===== config.mk =====
export PLATFORM = sky130hd
export DESIGN_NAME = shared_list_queue
export DESIGN_NICKNAME = d
export VERILOG_FILES = /design/src/rtl/shared_list_queue.sv
export SDC_FILE = /design/constraint.sdc
export NUM_CORES = 1
export LEC_CHECK = 0
export ABC_AREA = 1
export CORE_ASPECT_RATIO = 1.5
export CORE_UTILIZATION = 45
export DETAILED_ROUTE_END_ITERATION = 16
export MAX_ROUTING_LAYER = met4
export SETUP_SLACK_MARGIN = 0.5
export SLEW_MARGIN = 40
export SYNTH_ARGS = -nofsm -noshare
export SYNTH_HDL_FRONTEND = slang
export SYNTH_SLANG_ARGS = --single-unit

===== constraint.sdc =====
create_clock -name clk -period 2.6 [get_ports clk]
set_clock_uncertainty 0.2 [all_clocks]
set_input_delay 0.26 -clock clk [delete_from_list [all_inputs] [get_ports clk]]
set_output_delay 0.26 -clock clk [all_outputs]
set_load 0.05 [all_outputs]

===== src/rtl/shared_list_queue.sv =====
// shared_list_queue: NUM_LISTS independent FIFOs built as linked lists over a
// shared pool of NUM_ELEMS nodes. Unused nodes are chained on a free list.
// Push and pop may fire in the same cycle, including on the same list.
// Optional feature macro: SHARED_LIST_ERR_EN adds sticky err_overflow and
// err_underflow outputs.

// Per-list head/tail/count bookkeeping; one instance per list.
module shared_list_queue_list #(
  parameter int PTR_WIDTH = 3,
  parameter int CNT_WIDTH = 4
) (
  input  logic                 clk,
  input  logic                 rst,
  input  logic                 push_hit,   // push fires on this list
  input  logic                 pop_hit,    // pop fires on this list
  input  logic [PTR_WIDTH-1:0] new_node,   // node taken from free list
  input  logic [PTR_WIDTH-1:0] head_next,  // successor of the popped head
  output logic [PTR_WIDTH-1:0] head,
  output logic [PTR_WIDTH-1:0] tail,
  output logic [CNT_WIDTH-1:0] count
);
  logic [PTR_WIDTH-1:0] head_q, head_d, tail_q, tail_d;
  logic [CNT_WIDTH-1:0] count_q, count_d;
  logic                 single;

  assign single = (count_q == CNT_WIDTH'(1));

  // Next head/tail/count; a same-cycle push+pop on a one-entry list makes
  // the new node both head and tail.
  always_comb begin
    head_d  = head_q;
    tail_d  = tail_q;
    count_d = count_q + CNT_WIDTH'(push_hit) - CNT_WIDTH'(pop_hit);
    if (pop_hit)
      head_d = (push_hit && single) ? new_node : head_next;
    else if (push_hit && (count_q == '0))
      head_d = new_node;
    if (push_hit)
      tail_d = new_node;
  end

  // List state registers.
  always_ff @(posedge clk) begin
    if (rst) begin
      head_q  <= '0;
      tail_q  <= '0;
      count_q <= '0;
    end else begin
      head_q  <= head_d;
      tail_q  <= tail_d;
      count_q <= count_d;
    end
  end

  assign head  = head_q;
  assign tail  = tail_q;
  assign count = count_q;
endmodule

module shared_list_queue #(
  parameter int NUM_ELEMS  = 8,
  parameter int NUM_LISTS  = 4,
  parameter int DATA_WIDTH = 8,
  parameter int PTR_WIDTH  = $clog2(NUM_ELEMS),
  parameter int LIST_WIDTH = $clog2(NUM_LISTS),
  parameter int CNT_WIDTH  = PTR_WIDTH + 1
) (
  input  logic                  clk,
  input  logic                  rst,
  input  logic                  push_valid,
  input  logic [LIST_WIDTH-1:0] push_list,
  input  logic [DATA_WIDTH-1:0] push_data,
  output logic                  push_ready,
  input  logic                  pop_valid,
  input  logic [LIST_WIDTH-1:0] pop_list,
  output logic                  pop_ready,
  output logic [DATA_WIDTH-1:0] pop_data,
  output logic                  pop_data_valid,
  output logic [NUM_LISTS-1:0]  empty,
  output logic                  full,
  output logic [CNT_WIDTH-1:0]  total_count
`ifdef SHARED_LIST_ERR_EN
  ,
  output logic                  err_overflow,
  output logic                  err_underflow
`endif
);
  localparam logic [CNT_WIDTH-1:0] POOL_SIZE = CNT_WIDTH'(NUM_ELEMS);

  logic [PTR_WIDTH-1:0]  next_q [NUM_ELEMS];
  logic [PTR_WIDTH-1:0]  next_d [NUM_ELEMS];
  logic [DATA_WIDTH-1:0] data_mem_q [NUM_ELEMS];
  logic [PTR_WIDTH-1:0]  free_head_q, free_head_d;
  logic [CNT_WIDTH-1:0]  total_q, total_d;
  logic [DATA_WIDTH-1:0] pop_data_q, pop_data_d;
  logic                  pop_dv_q, pop_dv_d;

  logic [PTR_WIDTH-1:0]  head_w  [NUM_LISTS];
  logic [PTR_WIDTH-1:0]  tail_w  [NUM_LISTS];
  logic [CNT_WIDTH-1:0]  count_w [NUM_LISTS];

  logic                  push_in_range, pop_in_range;
  logic                  pop_list_empty;
  logic                  push_fire, pop_fire, same_single;
  logic [PTR_WIDTH-1:0]  new_node, pop_head, head_next;

  // List ids beyond NUM_LISTS only exist when NUM_LISTS is not a power of two.
  if (NUM_LISTS == (1 << LIST_WIDTH)) begin : g_ids_full
    assign push_in_range = 1'b1;
    assign pop_in_range  = 1'b1;
  end else begin : g_ids_partial
    localparam logic [LIST_WIDTH:0] LIST_LIMIT = (LIST_WIDTH+1)'(NUM_LISTS);
    assign push_in_range = ({1'b0, push_list} < LIST_LIMIT);
    assign pop_in_range  = ({1'b0, pop_list}  < LIST_LIMIT);
  end

  assign full           = (total_q == POOL_SIZE);
  assign push_ready     = !full;
  assign pop_list_empty = pop_in_range ? empty[pop_list] : 1'b1;
  assign pop_ready      = !pop_list_empty;
  assign push_fire      = push_valid && push_ready && push_in_range;
  assign pop_fire       = pop_valid && pop_ready;

  assign new_node    = free_head_q;
  assign pop_head    = head_w[pop_list];
  assign head_next   = next_q[pop_head];
  assign same_single = push_fire && pop_fire && (push_list == pop_list) &&
                       (count_w[pop_list] == CNT_WIDTH'(1));

  for (genvar l = 0; l < NUM_LISTS; l++) begin : g_list
    shared_list_queue_list #(
      .PTR_WIDTH (PTR_WIDTH),
      .CNT_WIDTH (CNT_WIDTH)
    ) u_list (
      .clk       (clk),
      .rst       (rst),
      .push_hit  (push_fire && (push_list == LIST_WIDTH'(l))),
      .pop_hit   (pop_fire && (pop_list == LIST_WIDTH'(l))),
      .new_node  (new_node),
      .head_next (head_next),
      .head      (head_w[l]),
      .tail      (tail_w[l]),
      .count     (count_w[l])
    );
    assign empty[l] = (count_w[l] == '0);
  end

  // Link updates, free-list recycling, pop data capture and pool occupancy.
  // A popped head goes to the front of the free list; when a push consumes
  // the old free head in the same cycle it links to that node's successor.
  always_comb begin
    next_d      = next_q;
    free_head_d = free_head_q;
    pop_data_d  = pop_data_q;
    pop_dv_d    = pop_fire;
    total_d     = total_q + CNT_WIDTH'(push_fire) - CNT_WIDTH'(pop_fire);
    // The old tail is the node being popped in the one-entry case: no link.
    if (push_fire && !empty[push_list] && !same_single)
      next_d[tail_w[push_list]] = new_node;
    if (pop_fire) begin
      pop_data_d       = data_mem_q[pop_head];
      next_d[pop_head] = push_fire ? next_q[new_node] : free_head_q;
      free_head_d      = pop_head;
    end else if (push_fire) begin
      free_head_d = next_q[new_node];
    end
  end

  // Pointer/control registers; reset chains every node onto the free list.
  always_ff @(posedge clk) begin
    if (rst) begin
      for (int j = 0; j < NUM_ELEMS; j++)
        next_q[j] <= PTR_WIDTH'((j + 1) % NUM_ELEMS);
      free_head_q <= '0;
      total_q     <= '0;
      pop_data_q  <= '0;
      pop_dv_q    <= 1'b0;
    end else begin
      next_q      <= next_d;
      free_head_q <= free_head_d;
      total_q     <= total_d;
      pop_data_q  <= pop_data_d;
      pop_dv_q    <= pop_dv_d;
    end
  end

  // Payload storage; not reset, written at the allocated node.
  always_ff @(posedge clk) begin
    if (!rst && push_fire)
      data_mem_q[new_node] <= push_data;
  end

  assign pop_data       = pop_data_q;
  assign pop_data_valid = pop_dv_q;
  assign total_count    = total_q;

`ifdef SHARED_LIST_ERR_EN
  logic err_ovf_q, err_ovf_d, err_unf_q, err_unf_d;

  // Sticky protocol-error flags.
  always_comb begin
    err_ovf_d = err_ovf_q | (push_valid & full);
    err_unf_d = err_unf_q | (pop_valid & pop_list_empty);
  end

  // Error flag registers, cleared only by reset.
  always_ff @(posedge clk) begin
    if (rst) begin
      err_ovf_q <= 1'b0;
      err_unf_q <= 1'b0;
    end else begin
      err_ovf_q <= err_ovf_d;
      err_unf_q <= err_unf_d;
    end
  end

  assign err_overflow  = err_ovf_q;
  assign err_underflow = err_unf_q;
`endif
endmodule


* Word level (Yosys, flattened, before mapping) *
Memory sizes are Yosys's and may differ from the RTL's. A register that Yosys moved wholly into a read port is not among the register bits.
Cells that the tools add are included.

cells by class
  add/sub/neg operators = 10
  magnitude comparators = 9
  eq/ne operators = 13
  muxes and demuxes = 43
  bitwise gates (word level) = 5
  reductions and logical operators = 41

operators by type and width
  kind                  number
  $mux W3               24
  $bwmux W24            2
  $mux W24              2
  $logic_and A1 B1 Y1   26
  $add A4 B1 Y4         5
  $eq A4 B1 Y1 const B  5
  $sub A4 B1 Y4         5
  $bmux W3 S3           2
  $demux W3 S3          2
  $logic_not A4 Y1      4
  $bmux W3 S2           2
  $ge A4 B4 Y1 const B  3
  $not A3 Y4            3
  $bmux W4 S2           1
  $eq A2 B2 Y1 const B  4
  $lt A4 B1 Y1 const B  2
  $mux W4               2
  $reduce_bool A2 Y1    4
  $ge A3 B3 Y1 const B  2
  $lt A2 B3 Y1 const B  2
  $not A2 Y3            2
  $logic_not A1 Y1      5
  $bmux W1 S2           2
  $eq A2 B1 Y1 const B  2
  4 further kinds       8

word-level totals
  register bits after elaboration = 72
  bits in writable memories = 64
  input bits = 16
  output and inout bits = 20
  memories = 1

memory list
  name        depth  width  rd ports  clocked after memory_dff  write ports  RTL line  source
  data_mem_q  8      8      1         1                         1            92        logic [DATA_WIDTH-1:0] data_mem_q [NUM_ELEMS];

* Depth between registers and ports, before layout *
  word-level depth = 13
  depth in mapped cells = 20
  mapped depth without buffers = 17

* By module *
From an unflattened synthesis, not the netlist that was laid out.

second synthesis, totals
  cell total of the unflattened synthesis = 1085
  area total of the unflattened synthesis = 8023.9 sq um

modules (own cells, without submodules)
  module                  instances  cells an instance  area an instance (sq um)  seq. area each (sq um)
  shared_list_queue       1          801                5926.9                    2722.6
  shared_list_queue_list  4          71                 524.3                     200.2

* Least setup slack after synthesis *
OpenSTA, ideal clock, no wires.

  path type = register to register
  from = reg total_q[2], in the netlist total_count[2]
  to = reg g_list[1].u_list.count_q[2]
  data arrival time = 3.004 ns
  slack = -0.732 ns
  stages on the path, launching flop included = 13
  path buffers = 0
  clock period less this slack = 3.332 ns
  path through = dfxtp_1 > inv_1 > ha_1 > nand2_1 > nand2_2 > nor2_1 > inv_1 > ha_1 > inv_1 > ha_1 > fa_1 > xnor2_1 > nor2_1

between the ends
  word-level cells in the longest chain between the ends = 6

ends and longest elaborated chain
  element                   RTL line  source
  start: declaration        94        logic [CNT_WIDTH-1:0] total_q, total_d;
  start signal: assignment  181       total_q <= total_d;
  $eq A4 B4 Y1              117       assign full = (total_q == POOL_SIZE);
  $logic_not A1 Y1          118       assign push_ready = !full;
  via push_ready            73        output logic push_ready,
  $logic_and A1 B1 Y1       121       assign push_fire = push_valid && push_ready && push_in_range;
  $logic_and A1 B1 Y1       137       .push_hit (push_fire && (push_list == LIST_WIDTH'(l))),
  $add A4 B1 Y4             33        count_d = count_q + CNT_WIDTH'(push_hit) - CNT_WIDTH'(pop_hit);
  $sub A4 B1 Y4             33
  end signal: assignment    51        count_q <= count_d;
  end: declaration          23        logic [CNT_WIDTH-1:0] count_q, count_d;

The timed path passes the listed nets, and every way through them passes these cells.
A chain may end at the register's enable or synchronous reset.

* Worst setup path in the final report *
  from = reg g_list[1].u_list.count_q[3]
  to = reg next_q[22] (netlist bit)

between the ends
  word-level cells in the longest chain between the ends = 13

ends and longest elaborated chain
  element                            RTL line  source
  $logic_not A4 Y1                   145       assign empty[l] = (count_w[l] == '0);
  $bmux W1 S2                        119       assign pop_list_empty = pop_in_range ? empty[pop_list] : 1'b1;
  $mux W1 (implied by the code)      119
  $logic_not A1 Y1                   120       assign pop_ready = !pop_list_empty;
  $logic_and A1 B1 Y1                122       assign pop_fire = pop_valid && pop_ready;
  $logic_and A1 B1 Y1 (3 in series)  127       assign same_single = push_fire && pop_fire && (push_list == pop_list) &&
  $logic_not A1 Y1                   158       if (push_fire && !empty[push_list] && !same_single)
  $logic_and A1 B1 Y1                158
  $mux W24                           158
  $bwmux W24                         162       next_d[pop_head] = push_fire ? next_q[new_node] : free_head_q;
  $mux W24 *                         160       if (pop_fire) begin
  end signal: indexed assignment     173       next_q[j] <= PTR_WIDTH'((j + 1) % NUM_ELEMS);
  end signal: assignment             179       next_q <= next_d;
  end: declaration                   90        logic [PTR_WIDTH-1:0] next_q [NUM_ELEMS];

Every way passes the cells marked *; elsewhere a longest branch is shown, timed or not. The select of a mux whose other input is x is not followed.

==> flow_summary_export.csv <==
group,metric,value,unit
floorplanning,chipWidth,109,um
timing,finalSetupViolations,0,
placement,hpwl,15700,um
critical_path,end_kind,"flip-flop",
timing,fin_crit_sh,91.0,%
drt,wl_per_cell,16.3,um
placement,place_inst,1323,
power_and_ir_drop,p_leak,4.68,nW
global_route,track_usage,27.7,%
drt,dr.pass1.iters,5,
clock_network,cts_buffers,17,
critical_path,crit_family,"simple AND/OR/NAND/NOR gates",
logic_synthesis,netlist_top_cells_area,"edfxtp_1, dfxtp_1, nand2_1",
critical_path,cp_num_buf_inv,2,
clock_network,root_buffer,"clkbuf_16",
floorplanning,core-area,16800,sq um
timing,fin_crit,2.37,ns
power_and_ir_drop,p_seq_share,30.8,%
power_and_ir_drop,p_sw,3.70,mW
clock_network,clk_pin_slew,0.07,ns
job,maxCapViolCount,0,
power_and_ir_drop,swShare,40.4,%
run_status,status,"complete, no violations",
cells_and_area,drive_gt1_share,26.5,%
logic_synthesis,synth_top_area_share,24.7,%
drt,initialDrtViolationCount,425,
global_route,grt_pass1_wl,35600,um
clock_network,htree_levels,4,
drt,wl,22500,um
timing,worstMarginPinSlew,0.504,ns
cells_and_area,fill_cells,1492,
clock_network,cts_sinks,144,
logic_synthesis,ys_seq_area_share,45.3,%
critical_path,slowest_delay,0.32,ns
worst_hold_path,holdCritPathClass,"reg2reg",
timing,relSlewSlack,66.3,%
power_and_ir_drop,power_density,882,nW/um^2
logic_synthesis,synth.most_common_cell,"nand2_1",
critical_path,critPathMaxFanout,8,
timing,slew_viol_final,0,
logic_synthesis,avgSynthCellArea,7.57,sq um
cells_and_area,final_util,61.7,%
drt,ant_nets,0,
timing,finalHoldViolCount,0,
critical_path,crit_top_cell,"nor2_1",
timing,rsz0062_at_grt,"yes",
logic_synthesis,synth_seq_cells,144,
floorplanning,rows,58,
drt,via_count,7166,
power_and_ir_drop,pwr-share-clk,26.9,%
logic_synthesis,synth_warnings,0,
critical_path,worstPathRequired,2.77,ns
drt,vias_per_cell,5.19,
clock_network,cts_tree,"yes",
placement,io_buffers,35,
global_route,antenna_found_initial,0,
cells_and_area,seq_area,3550,sq um
floorplanning,start_util,46.2,%
global_route,gr-total-overflow,0,
power_and_ir_drop,power.internal,5.46,mW
cells_and_area,nets,1206,
power_and_ir_drop,vdd_drop_max,552,uV
logic_synthesis,synth-edff-count,64,
logic_synthesis,syn_inst,1028,
critical_path,start_kind,"flip-flop",
cells_and_area,antennaDiodeCount,0,
global_route,first_global_vias,7057,
floorplanning,fp.dieArea,17800,sq um
power_and_ir_drop,comb_power_share,42.3,%
cells_and_area,instances_no_fill,1382,
logic_synthesis,synth_area,7780,sq um
clock_network,clockBufferDepth,2,
critical_path,arrival,2.53,ns
critical_path,crit_slowest_cell,"dfxtp_2",
timing,clock.fmax,422,MHz
placement,place_congestion,0.906,
critical_path,crit_type,"reg2reg",
logic_synthesis,synthFlopType,"dfxtp_1",
drt,drc,0,
critical_path,path_cells,"inv_2 -> ha_4 -> nand3_4 -> nand2_4 -> nor2_8 -> nand2_4 -> inv_4 -> ha_4 -> a21boi_2 -> nand3_1 -> nor2_1 -> nand2_2 -> nand4_1 -> nand2_1 -> nand2_1 -> nor2_1 -> nor2_1",
logic_synthesis,ys_top_cells_by_count,"nand2_1, nor2_1, inv_1",
clock_network,clk-insertion-delay-late,0.43,ns
cells_and_area,multiInputGateArea,4170,sq um
logic_synthesis,yosysTopAreaCell,"edfxtp_1",
cells_and_area,areaGrowthSynthToFinish,33.5,%
logic_synthesis,ys_async_sr_fraction,0,%
logic_synthesis,synth_fp_nets,1075,
placement,placed_cell_area,9160,sq um
floorplanning,pin_count,36,
floorplanning,die_y,163,um
global_route,grt_start_max_net_pins,36,
cells_and_area,finalInstanceArea,10400,sq um
logic_synthesis,synth.distinct_cells,38,
what timing repair did:
action	CTS	global route
resized for setup	76	72
endpoints found under the setup margin	68	78
pin swaps	41	56
hold buffers	1	0
gates cloned	1	0
hold endpoints to repair	5	0
setup buffers	13	12
flip-flops by register name, summed over array words and instances, names as in the netlist:
| signal | flops |
|---|---|
| data_mem_q | 64 |
| next_q | 24 |
| g_list.u_list.count | 16 |
| g_list.u_list.head | 12 |
| g_list.u_list.tail | 12 |
| pop_data | 8 |
| total_count | 4 |
| free_head_q | 3 |
| pop_data_valid | 1 |
kinds of logic (layout without fill, tap and decap cells):
group	after synthesis	in the layout	share of synthesized area, %
buffers and inverters	148	292	8.41
AOI/OAI and AO/OA	151	151	10.6
adders and majority gates	31	31	5.46
and+or+nand+nor	549	549	29.7
DFF	144	144	45.3
xor gates and xnor gates	5	5	0.563
area by class of cell:
type | instances | share of cell area, %
clock inverter | 15 | 1.79
tap | 210 | 2.53
timing repair buffer | 146 | 12.9
multi-input combinational | 736 | 40.1
sequential | 144 | 34.2
inverter | 114 | 4.41
clock buffer | 17 | 4.09
layer usage:
metal	GRT usage [%]	part of all wire, %	vias to the layer above
li1	-	-	3579
met1	29.0	39	3331
met2	48.1	52	173
met3	4.51	3.1	83
met4	16.5	5.8	0
met5	-	0	-
metrics by stage:
| step | TNS (ns) | worst slack (ns) | hold WS, ns | total power [mW] |
|---|---|---|---|---|
| 6_report | 0 | 0.233 | 0.263 | 9.17 |
| 4_1_cts | 0 | 0.220 | 0.262 | 8.98 |
| 3_3_place_gp | -12.18 | -0.329 | 0.248 | 6.24 |
| 2_1_floorplan | 0 | 0.0468 | 0.159 | 5.09 |
| 5_1_grt | 0 | 0.0958 | 0.291 | 9.66 |
| 3_5_place_dp | -13.55 | -0.378 | 0.252 | 6.27 |
cells in the final DEF, fill, tap and decap left out, drive strengths merged, types with 10 or more instances in the layout:
| master | instances |
|---|---|
| o211ai | 10 |
| nand2 | 321 |
| nand3 | 48 |
| buf | 114 |
| dfxtp | 80 |
| nand4 | 14 |
| edfxtp | 64 |
| ha | 26 |
| nor2 | 162 |
| inv | 122 |
| clkdlybuf4s50 | 23 |
| clkbuf | 20 |
| o21ai | 70 |
| a21oi | 62 |
power groups by stage:
stage	combinational (mW)	clock [mW]	sequential (mW)
4_1_cts	3.64	2.52	2.82
3_5_place_dp	3.42	0	2.85
2_1_floorplan	2.09	0	3.01
5_1_grt	4.19	2.61	2.85
3_3_place_gp	3.39	0	2.84
6_report	3.87	2.47	2.82
worst register-to-register path, stage by stage (launching register included):
cell	delay, ns
dfxtp_2	0.32
inv_2	0.04
ha_4	0.18
nand3_4	0.07
nand2_4	0.06
nor2_8	0.16
nand2_4	0.07
inv_4	0.09
ha_4	0.11
a21boi_2	0.13
nand3_1	0.07
nor2_1	0.13
nand2_2	0.14
nand4_1	0.25
nand2_1	0.08
nand2_1	0.06
nor2_1	0.04
nor2_1	0.09
worst paths after layout:
| check | start | to | slack [ns] | depth (start not counted) |
|---|---|---|---|---|
| worst max-delay path | g_list[1].u_list.count[3]$_SDFF_PP0_ | next_q[22]$_SDFF_PP0_ | 0.23 | 17 |
| worst min-delay path | g_list[2].u_list.tail[2]$_SDFFE_PP0P_ | g_list[2].u_list.tail[2]$_SDFFE_PP0P_ | 0.26 | 2 |
| worst max register to register | g_list[1].u_list.count[3]$_SDFF_PP0_ | next_q[22]$_SDFF_PP0_ | 0.23 | 17 |
| worst min register to register | g_list[2].u_list.tail[2]$_SDFFE_PP0P_ | g_list[2].u_list.tail[2]$_SDFFE_PP0P_ | 0.26 | 2 |
Note: power is estimated with default switching activity, not from simulation.
